==> src/rtl/tap_tempo_ctrl_if.sv <==
// rtl/tap_tempo_ctrl_if.sv - tap-tempo controller signal bundle
//
// Groups the tap input and the metronome-facing outputs of tap_tempo_ctrl.
//   tap      : debounced one-cycle tap pulse (master -> slave)
//   bpm_out  : 32-bit tempo presented to the metronome (slave -> master)
//   bpm_load : one-cycle load strobe for bpm_out (slave -> master)
//   tapping  : a tap sequence is open (slave -> master)
//   busy     : division in progress (slave -> master)
interface tap_tempo_ctrl_if;
  logic        tap;
  logic [31:0] bpm_out;
  logic        bpm_load;
  logic        tapping;
  logic        busy;

  modport master (
    output tap,
    input  bpm_out,
    input  bpm_load,
    input  tapping,
    input  busy
  );

  modport slave (
    input  tap,
    output bpm_out,
    output bpm_load,
    output tapping,
    output busy
  );
endinterface

==> src/rtl/tap_tempo_ctrl.sv <==
// rtl/tap_tempo_ctrl.sv - tap-tempo to bpm controller with restoring divider
//
// Measures the dclk12 tick interval between taps, averages the two most
// recent intervals, divides TICKS_PER_MIN by it (one quotient bit per cycle)
// and loads the clamped result into the metronome.
//   dclk12   : single clock, all state changes on its rising edge
//   rst      : asynchronous active-high reset
//   bus      : slave side of tap_tempo_ctrl_if (tap in; bpm_out, bpm_load,
//              tapping, busy out)
module tap_tempo_ctrl #(
  parameter logic [31:0] TICKS_PER_MIN = 32'd732420,
  parameter logic [31:0] BPM_MIN       = 32'd40,
  parameter logic [31:0] BPM_MAX       = 32'd220,
  parameter logic [31:0] BPM_RESET     = 32'd88,
  parameter logic [31:0] TAP_TIMEOUT   = 32'd18311
) (
  input  logic            dclk12,
  input  logic            rst,
  tap_tempo_ctrl_if.slave bus
);

  typedef enum logic [1:0] {
    IDLE,
    ARMED,
    DIVIDE,
    LOAD
  } state_t;

  state_t      state;
  logic [31:0] counter;
  logic [31:0] prev;
  logic        prev_valid;
  logic [31:0] divisor;
  logic [31:0] rem;
  logic [31:0] quo;
  logic [4:0]  iter;
  logic [31:0] bpm_q;
  logic        load_q;
  logic        tapping_q;
  logic        busy_q;

  logic [31:0] counter_inc;
  logic [32:0] avg_sum;
  logic [31:0] next_divisor;
  logic [32:0] rem_shift;
  logic        rem_ge;
  logic [31:0] rem_next;
  logic [31:0] bpm_clamped;

  always_comb begin
    // Counter saturates so a long silence never wraps into a bogus interval.
    counter_inc  = (counter >= TAP_TIMEOUT) ? counter : counter + 32'd1;

    // 33-bit sum keeps the carry before halving.
    avg_sum      = {1'b0, prev} + {1'b0, counter};
    next_divisor = prev_valid ? 32'(avg_sum >> 1) : counter;

    // Restoring step: quo doubles as the dividend shift register, so its MSB
    // is the next dividend bit and the new quotient bit enters at the LSB.
    rem_shift    = {rem, quo[31]};
    rem_ge       = (rem_shift >= {1'b0, divisor});
    rem_next     = rem_ge ? 32'(rem_shift - {1'b0, divisor}) : rem_shift[31:0];

    if (quo < BPM_MIN) begin
      bpm_clamped = BPM_MIN;
    end else if (quo > BPM_MAX) begin
      bpm_clamped = BPM_MAX;
    end else begin
      bpm_clamped = quo;
    end
  end

  always_ff @(posedge dclk12 or posedge rst) begin
    if (rst) begin
      state      <= IDLE;
      counter    <= 32'd0;
      prev       <= 32'd0;
      prev_valid <= 1'b0;
      divisor    <= 32'd1;
      rem        <= 32'd0;
      quo        <= 32'd0;
      iter       <= 5'd0;
      bpm_q      <= BPM_RESET;
      load_q     <= 1'b0;
      tapping_q  <= 1'b0;
      busy_q     <= 1'b0;
    end else begin
      load_q <= 1'b0;
      case (state)
        IDLE: begin
          if (bus.tap) begin
            state      <= ARMED;
            counter    <= 32'd1;
            prev_valid <= 1'b0;
            tapping_q  <= 1'b1;
          end
        end

        ARMED: begin
          // A tap on the timeout edge still counts as a valid interval.
          if (bus.tap) begin
            divisor    <= next_divisor;
            prev       <= counter;
            prev_valid <= 1'b1;
            counter    <= 32'd1;
            rem        <= 32'd0;
            quo        <= TICKS_PER_MIN;
            iter       <= 5'd0;
            state      <= DIVIDE;
            busy_q     <= 1'b1;
          end else if (counter >= TAP_TIMEOUT) begin
            state      <= IDLE;
            prev_valid <= 1'b0;
            tapping_q  <= 1'b0;
          end else begin
            counter    <= counter_inc;
          end
        end

        DIVIDE: begin
          // Taps are ignored here; the interval keeps running from the tap
          // that started this division.
          counter <= counter_inc;
          rem     <= rem_next;
          quo     <= {quo[30:0], rem_ge};
          iter    <= iter + 5'd1;
          if (iter == 5'd31) begin
            state  <= LOAD;
            busy_q <= 1'b0;
          end
        end

        LOAD: begin
          counter <= counter_inc;
          bpm_q   <= bpm_clamped;
          load_q  <= 1'b1;
          state   <= ARMED;
        end

        default: begin
          state     <= IDLE;
          tapping_q <= 1'b0;
          busy_q    <= 1'b0;
        end
      endcase
    end
  end

  assign bus.bpm_out  = bpm_q;
  assign bus.bpm_load = load_q;
  assign bus.tapping  = tapping_q;
  assign bus.busy     = busy_q;

endmodule
==> src/flat_wrapper.sv <==
// flat-port wrapper written by rule: the top's interface ports become plain ports
module tap_tempo_ctrl_flat 
#(
  parameter logic [31:0] TICKS_PER_MIN = 32'd732420,
  parameter logic [31:0] BPM_MIN       = 32'd40,
  parameter logic [31:0] BPM_MAX       = 32'd220,
  parameter logic [31:0] BPM_RESET     = 32'd88,
  parameter logic [31:0] TAP_TIMEOUT   = 32'd18311
)
  (dclk12, rst, bus_tap, bus_bpm_out, bus_bpm_load, bus_tapping, bus_busy);
  tap_tempo_ctrl_if bus_i ();
  input  logic dclk12;
  input  logic rst;
  input wire logic [$bits(bus_i.tap)-1:0] bus_tap;
  output wire logic [$bits(bus_i.bpm_out)-1:0] bus_bpm_out;
  output wire logic [$bits(bus_i.bpm_load)-1:0] bus_bpm_load;
  output wire logic [$bits(bus_i.tapping)-1:0] bus_tapping;
  output wire logic [$bits(bus_i.busy)-1:0] bus_busy;
  assign bus_i.tap = bus_tap;
  assign bus_bpm_out = bus_i.bpm_out;
  assign bus_bpm_load = bus_i.bpm_load;
  assign bus_tapping = bus_i.tapping;
  assign bus_busy = bus_i.busy;
  tap_tempo_ctrl #(.TICKS_PER_MIN(TICKS_PER_MIN), .BPM_MIN(BPM_MIN), .BPM_MAX(BPM_MAX), .BPM_RESET(BPM_RESET), .TAP_TIMEOUT(TAP_TIMEOUT)) u_core (.dclk12(dclk12), .rst(rst), .bus(bus_i));
endmodule
==> config.mk <==
export PLATFORM = sky130hd
export DESIGN_NAME = tap_tempo_ctrl_flat
export DESIGN_NICKNAME = d
export VERILOG_FILES = /design/src/rtl/tap_tempo_ctrl_if.sv /design/src/rtl/tap_tempo_ctrl.sv /design/src/flat_wrapper.sv
export SDC_FILE = /design/constraint.sdc
export NUM_CORES = 1
export LEC_CHECK = 0
export ABC_AREA = 1
export BUFFER_PORTS_ARGS = -buffer_cell sky130_fd_sc_hd__buf_2
export CAP_MARGIN = 20
export CELL_PAD_IN_SITES_DETAIL_PLACEMENT = 0
export CELL_PAD_IN_SITES_GLOBAL_PLACEMENT = 1
export CORE_ASPECT_RATIO = 1.25
export CORE_MARGIN = 10
export CORE_UTILIZATION = 50
export CTS_CLUSTER_SIZE = 30
export DETAILED_ROUTE_END_ITERATION = 10
export PLACE_DENSITY = 0.91
export SYNTH_ARGS = -nofsm -noshare
export SYNTH_HDL_FRONTEND = slang
export SYNTH_SLANG_ARGS = --single-unit
==> constraint.sdc <==
create_clock -name dclk12 -period 14.6 [get_ports dclk12]
set_input_delay 0.73 -clock dclk12 [delete_from_list [all_inputs] [get_ports dclk12]]
set_output_delay 0.73 -clock dclk12 [all_outputs]
set_load 0.02 [all_outputs]
; After elaboration in Yosys (flattened, before gate mapping)
; Cells that the tools add are included.
[word_totals]
input_bits = 3
ff_bits = 203
[op_classes]
n_eq_ne = 11
reduce_logical = 11
n_addsub = 4
mux = 30
n_lt_le_gt_ge = 4
[op_table]
columns = op, count
row1 = 32-bit 2-to-1 mux, 10
row2 = 32-bit case mux with 2 select lines, 2
row3 = 32-bit case mux with 3 select lines, 1
row4 = 32-bit by 32-bit adder with 33-bit output, 1
row5 = 33-bit by 32-bit greater-or-equal comparator with 1-bit output, 1
row6 = "32-bit by 1-bit adder with 32-bit output, second input constant", 1
row7 = "32-bit by 15-bit greater-or-equal comparator with 1-bit output, second input constant", 1
row8 = "32-bit by 8-bit > comparator with 1-bit output, second input constant", 1
row9 = "32-bit by 6-bit less-than comparator with 1-bit output, second input constant", 1
row10 = 32-bit subtractor, 1
row11 = 5-bit case mux with 2 select lines, 1
row12 = 3-bit AND reduction, 3
row13 = 2-bit 2-to-1 mux, 4
row14 = 2-bit case mux with 4 select lines, 1
row15 = 1-bit 2-to-1 mux, 7
row16 = "2-bit inequality test, second input constant", 3
row17 = 1-bit case mux with 2 select lines, 3
row18 = 2-bit AND reduction, 3
row19 = "5-bit by 1-bit adder with 5-bit output, second input constant", 1
row20 = "5-bit == test, second input constant", 1
row21 = 5-bit 2-to-1 mux, 1
row22 = "2-bit == test, second input constant", 2
row23 = "2-bit by 1-bit inequality test with 1-bit output, second input constant", 2
row24 = 4-bit AND reduction, 1
row25 = other kinds (6), 7

; Longest topological paths before layout
; Gate-level depths: netlist of the first run.
[depth]
word_depth = 5
depth_mapped = 16

; Worst setup path before layout of the first run
; Ideal clock, no wire load.
[synth_timing]
path_kind = reg2reg
startpoint = register u_core.rem[2]
endpoint = register u_core.rem[1]
setup_slack_ps = 12667
arrival_ps = 1815
path_stages_with_launch = 15
required_ps = 14482
setup_time_ps = 118
n_path_buf = 1
path_cell_list = dfrtp_1 -> ha_1 -> nand2_1 -> inv_2 -> nand2_1 -> nand2_1 -> nand2_1 -> nand3_2 -> nand2_1 -> nand3_2 -> nand2_4 -> buf_2 -> nand3_1 -> nand3_1 -> nand2_1
[synth_via]
elab_chain_len = 3
[synth_rtl]
columns = item, line_no
row1 = start: declaration, tap_tempo_ctrl.sv:34  ; logic [31:0] rem;
row2 = start signal: assignment, tap_tempo_ctrl.sv:124  ; rem <= rem_next;
row3 = 33-bit by 32-bit greater-or-equal comparator with 1-bit output, tap_tempo_ctrl.sv:61  ; rem_ge = (rem_shift >= {1'b0, divisor});
row4 = 32-bit 2-to-1 mux, tap_tempo_ctrl.sv:62  ; rem_next = rem_ge ? 32'(rem_shift - {1'b0, divisor}) : rem_shift[31:0];
row5 = 32-bit case mux with 2 select lines, tap_tempo_ctrl.sv:89  ; case (state)
; No other way between the ends.
; A chain may end at the register's enable or synchronous reset.

; Worst setup path after layout of the first run
[layout_timing]
startpoint = register u_core.counter[11]
endpoint = register u_core.counter[24]
[layout_via]
elab_chain_len = 5
elab_cells_between_ends = 8
classes_between = add/sub: 1 / order compare: 1 / eq/ne: 1 / mux: 4 / reduce/logical: 1
[layout_rtl]
columns = item, line_no
row1 = start: declaration, tap_tempo_ctrl.sv:30  ; logic [31:0] counter;
row2 = start signal: assignment, tap_tempo_ctrl.sv:116  ; counter <= counter_inc;
row3 = start signal: assignment, tap_tempo_ctrl.sv:123  ; counter <= counter_inc;
row4 = start signal: assignment, tap_tempo_ctrl.sv:134  ; counter <= counter_inc;
row5 = 32-bit by 1-bit adder with 32-bit output or 32-bit by 15-bit greater-or-equal comparator with 1-bit output (tied branches), "tap_tempo_ctrl.sv:52, tap_tempo_ctrl.sv:111"
row6 = 32-bit 2-to-1 mux, tap_tempo_ctrl.sv:52  ; counter_inc = (counter >= TAP_TIMEOUT) ? counter : counter + 32'd1;
row7 = 32-bit 2-to-1 mux, tap_tempo_ctrl.sv:111  ; end else if (counter >= TAP_TIMEOUT) begin
row8 = 32-bit 2-to-1 mux, tap_tempo_ctrl.sv:101  ; if (bus.tap) begin
row9 = 32-bit case mux with 3 select lines, tap_tempo_ctrl.sv:89
; Several ways; a longest one is shown, not always the timed one. The select of a mux whose other input is x is not followed.

==> results of run 1 <==
cell families (layout without fill, tap and decap cells):
logic type | after synthesis | after routing
compound gates | 268 | 268
xor+xnor | 26 | 26
fa+ha+maj | 73 | 73
buf+inv | 379 | 419
flops | 203 | 203
simple gates | 1006 | 1006
flip-flops by register name, indices dropped and copies added, names as in the netlist:
register / cells
u_core.prev_valid: 1
u_core.bus.tapping: 1
u_core.counter: 32
u_core.bus.bpm_load: 1
u_core.bus.bpm_out: 32
u_core.iter: 5
u_core.quo: 32
u_core.rem: 32
u_core.state: 2
u_core.divisor: 32
u_core.bus.busy: 1
u_core.prev: 32
cell type report:
class                      instances  share of cell area
tap                              340              0.0291
multi-input combinational       1373               0.463
clock inverter                    15              0.0136
inverter                         331              0.0855
sequential                       203               0.348
timing repair buffer              46              0.0186
clock buffer                      27              0.0424
worst max-delay path, cell delays in order, from the launching register on:
cell and delay (ps):
dfrtp_1 420, inv_1 210, nand2_1 100, nand2_1 70, nand4_1 90, nor3_2 240, nand2_1 290, a21oi_2 520
nand2_1 250, inv_2 390, nor2_1 80
layout by cell type (no fill, tap or decap), drive strengths merged, types with 31 or more instances in the layout:
master  netlist  routed
a21oi       102     102
buf          14      46
dfrtp       199     199
ha           71      71
inv         330     333
nand2       648     648
nand3       118     118
nand3b       31      31
nor2        164     164
o21ai       130     130
stage by stage:
stage	power, W	area, µm²
CTS	0.00260	14600
finish	0.00259	14600
floorplan	0.00166	13300
global route	0.00280	14600
detailed placement	0.00197	13800
global placement	0.00196	13800
per-layer routing:
metal  share of wire  track usage  wire (µm)
met5               0            0          0
met4           0.024       0.0596        851
met3           0.034       0.0256       1210
met2            0.50        0.370      17800
met1            0.44        0.255      15900
power by group through the flow:
stage,Clock [W],Sequential [W],Combinational (W)
floorplan,0,0.000733,0.000929
global placement,0,0.000741,0.00122
detailed placement,0,0.000745,0.00123
CTS,0.000630,0.000737,0.00124
global route,0.000653,0.000750,0.00140
finish,0.000615,0.000737,0.00123
how the worst max path moves through the flow:
stage                        from                  end
2_1_floorplan                 rst  u_core.bus.bpm_load
3_3_place_gp        u_core.rem[2]       u_core.rem[29]
3_5_place_dp   u_core.counter[26]   u_core.counter[15]
4_1_cts        u_core.counter[11]   u_core.counter[15]
5_1_grt        u_core.counter[11]   u_core.counter[18]
6_report       u_core.counter[11]   u_core.counter[24]
==> run_results.csv, run 1 <==
group,metric,value,unit
routing,drc,0,
placement,place_hpwl,26.7,mm
grt,antenna_found_initial,0,
synthesis,netlist-cell-type-count,44,
sta,finalCriticalPeriod,2820,ps
synthesis,synthAdderAreaFrac,0.0698,
grt,grt_usage,0.207,
pwr,switching_power,0.00118,W
hold_path,holdCritPathClass,"in -> async",
grt,grt_max_degree,124,
synthesis,syn-num-nets,2031,
cts,cts_sinks,203,
grt,overflow,0,
sta,relSlewSlack,0.325,
synthesis,synth.avg_cell_area,6.81,µm²
pwr,intPower,0.00141,W
setup_path,cp_data_arrival_time,3230,ps
placement,gp_congestion,0.943,
die,core,26100,µm²
pwr,p_seq_frac,0.285,
sta,tns,0,ps
cts,cts-hold-fix-buffers,0,
setup_path,reg2reg_depth,10,
pwr,switching_share,0.457,
setup_path,r2r-start,"u_core.counter[11]",
placement,io_buffer_count,37,
die,rows,66,
die,start_util,0.510,
routing,vias,12000,
synthesis,ys_seq_elements,203,
sta,report.final.slew_viol_count,0,
layout,drive_above_1_share,0.0591,
routing,first_iter_violations,777,
synthesis,synth_compound_area_frac,0.106,
synthesis,async_flop_share,1.00,
cts,ctsRootBufferMaster,"clkbuf_16",
cts,cts_tree,"built",
run_status,status,"finished, final reports clean",
synthesis,synthFlopType,"dfrtp_1",
synthesis,synthSimpleGateAreaFrac,0.315,
run,drv_cap,0,
routing,wl_per_cell,15.3,µm
setup_path,reg2reg_slack,11780,ps
cts,htreeDepth,1,
setup_path,reg2reg_to,"u_core.counter[24]",
die,dieArea,33600,µm²
pwr,p_per_area,177,nW/µm²
cts,post_cts_resized,0,
layout,multiInputGateArea,6770,µm²
synthesis,synth_commonest_cells,"nand2_1, inv_1, dfrtp_1",
sta,setup_viol,0,
sta,rsz0062_at_grt,"false",
synthesis,synth-xor-area-share,0.0171,
cts,post_cts_buffers,0,
setup_path,end_kind,"flop",
synthesis,synth.area.top_cells,"dfrtp_1, nand2_1, inv_1",
synthesis,synth_top_cell_area_share,0.374,
placement,dp.cells,2292,
setup_path,path_class,"reg -> reg",
layout,synthToLayoutAreaGrowth,9.93,%
grt,grt_pass1_wl,59.1,mm
setup_path,path_max_fanout,18,
sta,max_freq,354,MHz
layout,diodes,0,
synthesis,ys_warn_count,0,
die,ios,38,
synthesis,synth_edf_count,0,
routing,drt-pass1-iter-count,5,
setup_path,required,15000,ps
sta,hold_viol_final,0,
synthesis,synth.mux.area_fraction,0,
pwr,comb_power_share,0.477,
synthesis,syn_area,13300,µm²
pwr,clkPwrFrac,0.238,
sta,setup_ws,11780,ps
layout,finalNetCount,2054,
pwr,ir_worst_vdd,91.6,µV
cts,numCtsBuffers,23,
synthesis,yosysTopAreaCell,"dfrtp_1",
sta,finalCritPeriodShare,0.193,
layout,fill_cells,2666,
routing,vias_per_cell,5.16,
layout,final_util,0.561,
die,die_w,166,µm
synthesis,synth-seq-area-share,0.382,
synthesis,synth_cells,1955,
synthesis,yosysMostFrequentCell,"nand2_1",
layout,regArea,5080,µm²
sta,whs,373,ps
pwr,leakagePower,8.07,nW
layout,final_cells,2335,
placement,post-place-ws,11800,ps
die,die_h,202,µm
sta,skew,19.7,ps
setup_path,crit_path_start_kind,"flop",
cts,clock_latency,540,ps
routing,ant_nets,0,
synthesis,synth_top_family_by_area,"simple AND/OR/NAND/NOR gates",
cts,clk_pin_slew,60,ps
grt,grt_pass1_vias,11800,
sta,worstMarginPinSlew,1010,ps
cts,cts-root-to-sink-buffers,3,
routing,routed_wl,35.8,mm
Note: power is estimated with default switching activity, not from simulation.
==> run 2, diff against run 1 <==
CORE_UTILIZATION = 46   (was 50)
PLACE_DENSITY = 0.85   (was 0.91)
clock period = 2.89 ns   (was 14.6 ns; I/O delays follow)
==> run 2 against run 1 <==
Net effect: utilization down 4.5 points; design area up 0.50%; maximum frequency up 5.0%; flip-flop and latch count unchanged; die area up 7.7%; worst setup slack worse by 12000 ps; wire length up 1.2%; power rose to 5.0 times the previous value; cell count up 1.1%; combinational power rose to 5.2 times the previous value; count of clock-buffer cells in the layout up 3; critical path type unchanged.
==> run_results.csv, run 2 (synthesis gave the netlist of run 1 again) <==
group,metric,value,unit
placement,gp_congestion,0.950,
cts,htreeDepth,1,
setup_path,reg2reg_slack,200,ps
routing,drt-pass1-iter-count,6,
placement,dp.cells,2320,
routing,routed_wl,36.2,mm
setup_path,r2r-start,"u_core.counter[13]",
setup_path,crit_end,"u_core.counter[26]",
setup_path,required,3280,ps
sta,worstMarginPinSlew,691,ps
routing,wl_per_cell,15.3,µm
cts,cts_sinks,203,
routing,highest_layer,"met4",
cts,clock_latency,530,ps
hold_path,holdCritPathClass,"in -> reg",
die,rows,69,
sta,hold_viol_final,0,
cts,ctsRootBufferMaster,"clkbuf_16",
setup_path,path_max_fanout,18,
setup_path,cp_data_arrival_time,3080,ps
setup_path,reg2reg_to,"u_core.counter[26]",
sta,finalCriticalPeriod,2690,ps
die,die_w,172,µm
die,dieArea,36200,µm²
sta,relSlewSlack,0.539,
setup_path,end_kind,"flop",
grt,grt_pass1_vias,12100,
die,ios,38,
placement,io_buffer_count,37,
routing,drc,0,
layout,finalNetCount,2067,
grt,grt_usage,0.204,
layout,diodes,0,
grt,grt_pass1_wl,60.9,mm
setup_path,crit_start,"u_core.counter[13]",
grt,antenna_found_initial,0,
die,die_h,210,µm
sta,finalCritPeriodShare,0.930,
cts,cts-root-to-sink-buffers,3,
cts,clk_pin_slew,60,ps
layout,final_cells,2360,
routing,ant_nets,0,
sta,report.final.slew_viol_count,0,
pwr,total_power,0.0129,W
placement,place_hpwl,28.0,mm
routing,wl_met2,17.5,mm
die,core,28500,µm²
sta,tns,0,ps
setup_path,reg2reg_depth,10,
die,start_util,0.467,
routing,vias_per_cell,5.10,
run_status,status,"finished, final reports clean",
grt,overflow,0,
pwr,ir_worst_vdd,490,µV
pwr,p_per_area,881,nW/µm²
routing,wl_met3,1.35,mm
sta,skew,20.6,ps
routing,first_iter_violations,737,
pwr,leakagePower,8.11,nW
sta,setup_viol,0,
cts,cts_tree,"built",
cts,numCtsBuffers,23,
grt,grt_max_degree,113,
routing,vias,12000,
layout,final_common_cell,"nand2_1",
setup_path,path_class,"reg -> reg",
sta,rsz0062_at_grt,"false",
layout,layout_common_cells,"nand2_1, inv_1, dfrtp_1",
setup_path,crit_path_start_kind,"flop",
routing,met1_length,16.4,mm
layout,synthToLayoutAreaGrowth,10.5,%
sta,max_freq,372,MHz
run,drv_cap,0,
layout,drive_above_1_share,0.0628,
run 2: changes by cell type in the layout (fill, tap and decap cells not counted), sizes merged:
cell,delta
bufinv,-1
dlygate4sd3,+1
clkinv,-1
buf,+12
inv,-4
clkbuf,+3
run 2: final cells by class:
class,instances,area (µm²)
clock inverters,9,115
fillers,2974,13800
repair buffers,59,390
clock buffers,30,642
inverters,331,1250
multi-input cells,1373,6780
well taps,355,444
flip-flops and latches,203,5080
run 2: critical path: stages (launching register included):
cell      delay, ps
dfrtp_1         470
nor2_1          210
nand2_1          80
nand2_1         120
nand4_1         130
nor3_2          370
nand2_1         370
a21oi_2         230
nand2_1         180
clkinv_2        290
nor2_1           80
run 2: per-stage QoR:
stage               utilization  instance area [µm²]  setup slack (ps)  hold slack (ps)
floorplan                     -                13300               118              449
global placement          0.489                13900               117              255
detailed placement        0.489                13900               101              264
CTS                       0.516                14700              70.5             34.3
global route              0.516                14700              32.5             77.1
finish                    0.516                14700               201             56.4
run 2: power by group:
| group | internal (W) | switching (W) |
|---|---|---|
| clock | 0.00174 | 0.00118 |
| sequential | 0.00335 | 0.000314 |
| combinational | 0.00199 | 0.00436 |
run 2: worst min-delay path by stage:
stage / start / endpoint / slack (ps) / cells after the start
2_1_floorplan: u_core.divisor[18] / u_core.divisor[18] / 450 / 2
3_3_place_gp: rst / u_core.bus.bpm_out[7] / 250 / 2
3_5_place_dp: rst / u_core.bus.bpm_out[5] / 260 / 2
4_1_cts: bus_tap / u_core.bus.busy / 30 / 5
5_1_grt: bus_tap / u_core.bus.busy / 80 / 5
6_report: bus_tap / u_core.bus.busy / 60 / 5
run 2: timing repair:
action                                  in CTS  in global routing
setup buffers                                0                  0
endpoints found under the setup margin       0                 17
hold buffers                                 1                  0
hold endpoints to repair                    17                  0
resized for setup                            0                  2
run 2: routing by layer:
| layer | track usage | vias up |
|---|---|---|
| met5 | 0 | - |
| met4 | 0.0608 | 0 |
| met3 | 0.0211 | 55 |
| met2 | 0.355 | 207 |
| met1 | 0.259 | 5592 |
| li1 | - | 6183 |
==> run 3, diff against run 2 <==
CORE_MARGIN = 1.5   (was 10)
==> run 3 against run 2 <==
Net effect: power grew 2.1%; sequential share of layout area fell by 0.16 points; count of clock-buffer cells in the layout unchanged; worst hold slack better by 26 ps; clock power is 9.9% higher; register-to-register slack gained 240 ps; via count shrank 0.20%; design area is 0.46% higher; critical path type unchanged.
==> run_results.csv, run 3 (synthesis gave the netlist of run 1 again) <==
group,metric,value,unit
run_status,status,"finished, final reports clean",
hold_path,min_to,"u_core.prev_valid",
layout,final_util,0.520,
die,dieArea,30000,µm²
pwr,clkPwrFrac,0.244,
sta,tns,0,ps
routing,vias_per_cell,5.09,
cts,ctsRootBufferMaster,"clkbuf_16",
sta,worstMarginPinSlew,667,ps
sta,report.final.slew_viol_count,0,
pwr,p_seq_frac,0.279,
die,start_util,0.468,
pwr,comb_power_share,0.478,
setup_path,reg2reg_to,"u_core.counter[27]",
grt,grt_usage,0.243,
pwr,switching_power,0.00591,W
cts,post_cts_buffers,0,
grt,grt_pass1_wl,58.4,mm
layout,final_common_cell,"nand2_1",
routing,vias,12000,
sta,finalCritPeriodShare,0.848,
sta,relSlewSlack,0.555,
hold_path,holdCritPathClass,"in -> reg",
die,core,28400,µm²
sta,skew,13.8,ps
sta,finalCriticalPeriod,2450,ps
pwr,total_power,0.0132,W
die,rows,69,
die,die_h,193,µm
die,die_w,155,µm
die,ios,38,
run,drv_cap,0,
sta,max_freq,408,MHz
sta,rsz0062_at_grt,"false",
placement,place_hpwl,27.0,mm
grt,antenna_found_initial,0,
setup_path,r2r-start,"u_core.counter[13]",
routing,drt-pass1-iter-count,6,
cts,clk_pin_slew,60,ps
placement,gp_congestion,0.951,
setup_path,path_max_fanout,18,
grt,overflow,0,
sta,whs,82.6,ps
setup_path,reg2reg_depth,10,
layout,fill_cells,2876,
setup_path,cp_data_arrival_time,2850,ps
placement,io_buffer_count,37,
setup_path,crit_buf_inv,1,
routing,drc,0,
pwr,leakagePower,8.14,nW
cts,cts_sinks,203,
cts,htreeDepth,1,
routing,ant_nets,0,
sta,setup_viol,0,
layout,synthToLayoutAreaGrowth,11.0,%
layout,diodes,0,
pwr,p_per_area,895,nW/µm²
setup_path,cpLargestDelayFamily,"simple AND/OR/NAND/NOR gates",
layout,final_cells,2362,
pwr,intPower,0.00731,W
pwr,ir_worst_vdd,459,µV
setup_path,cp_slowest_cell,"dfrtp_1",
cts,cts_tree,"built",
setup_path,end_kind,"flop",
hold_path,worstHoldStart,"bus_tap",
layout,regArea,5080,µm²
setup_path,cpPeakStageDelay,470,ps
hold_path,hold_path_depth,3,
pwr,switching_share,0.447,
placement,dp.cells,2319,
layout,layout_common_cells,"nand2_1, inv_1, dfrtp_1",
cts,numCtsBuffers,23,
grt,grt_pass1_vias,11600,
setup_path,path_class,"reg -> reg",
routing,first_iter_violations,715,
sta,hold_viol_final,0,
routing,routed_wl,35.5,mm
cts,clock_latency,540,ps
setup_path,crit_path_start_kind,"flop",
layout,drive_above_1_share,0.0643,
layout,finalNetCount,2066,
layout,multiInputGateArea,6770,µm²
setup_path,reg2reg_slack,440,ps
cts,cts-root-to-sink-buffers,3,
routing,wl_per_cell,15.0,µm
setup_path,crit_path_cell_trace,"nor2_1 > nand2_1 > nand2_1 > nand4_1 > nor3_2 > nand2_1 > a21oi_2 > nand2_1 > inv_2 > nor2_1",
setup_path,required,3290,ps
setup_path,cpMostUsedCell,"nand2_1",
grt,grt_max_degree,115,
-- run 3: changes by cell type in the layout (fill, tap and decap cells not counted), sizes merged --
cell      previous run  this run
buf                 58        57
bufinv               2         4
clkinv               6         4
clkinvlp             3         4
inv                329       331
-- run 3: worst register-to-register path: cells and delay by family (launching register included) --
kind                   cells  cell delay, ps
buffers and inverters      1             370
flip-flops                 1             470
AND/OR/NAND/NOR            8            1320
AO/OA/AOI/OAI              1             170
-- run 3: power groups by stage --
stage                     sequential, W  combinational [W]  clock (W)
final                           0.00368            0.00632    0.00322
after global routing            0.00374            0.00718    0.00342
after CTS                       0.00368            0.00632    0.00331
after detailed placement        0.00372            0.00627          0
after global placement          0.00370            0.00627          0
after floorplan                 0.00370            0.00470          0
-- run 3: metrics by stage --
stage               setup WS [ps]  area, µm²
floorplan                     118      13300
global placement              472      13900
detailed placement            444      13900
CTS                           419      14800
global route                  190      14800
finish                        439      14800
-- run 3: how the worst max path moves through the flow --
| stage | depth (start not counted) | end | startpoint | slack, ps |
|---|---|---|---|---|
| 3_3_place_gp | 10 | u_core.counter[28] | u_core.counter[13] | 470 |
| 3_5_place_dp | 10 | u_core.counter[27] | u_core.counter[13] | 440 |
| 2_1_floorplan | 1 | u_core.bus.bpm_load | rst | 120 |
| 4_1_cts | 10 | u_core.counter[27] | u_core.counter[13] | 420 |
| 6_report | 10 | u_core.counter[27] | u_core.counter[13] | 440 |
| 5_1_grt | 11 | u_core.counter[21] | u_core.state[1] | 190 |
-- run 3: metal layers --
layer	global-route usage	up-vias	wire length, µm
li1	-	6198	-
met1	0.313	5522	16300
met2	0.428	237	17300
met3	0.0235	56	1040
met4	0.0791	0	918
met5	0	-	0
-- run 3: final cells by class --
cell class / instances / share of cell area
clock inverter: 12 / 0.0126
clock buffer: 30 / 0.0448
sequential: 203 / 0.344
timing repair buffer: 58 / 0.0251
tap: 355 / 0.0301
multi-input combinational: 1373 / 0.459
inverter: 331 / 0.0844
-- run 3: repair_timing --
item                                   4_1_cts  5_1_grt
endpoints found under the hold margin       16        0
hold buffers                                 1        0
setup endpoints to repair                    0        0
gates resized for setup                      0        0
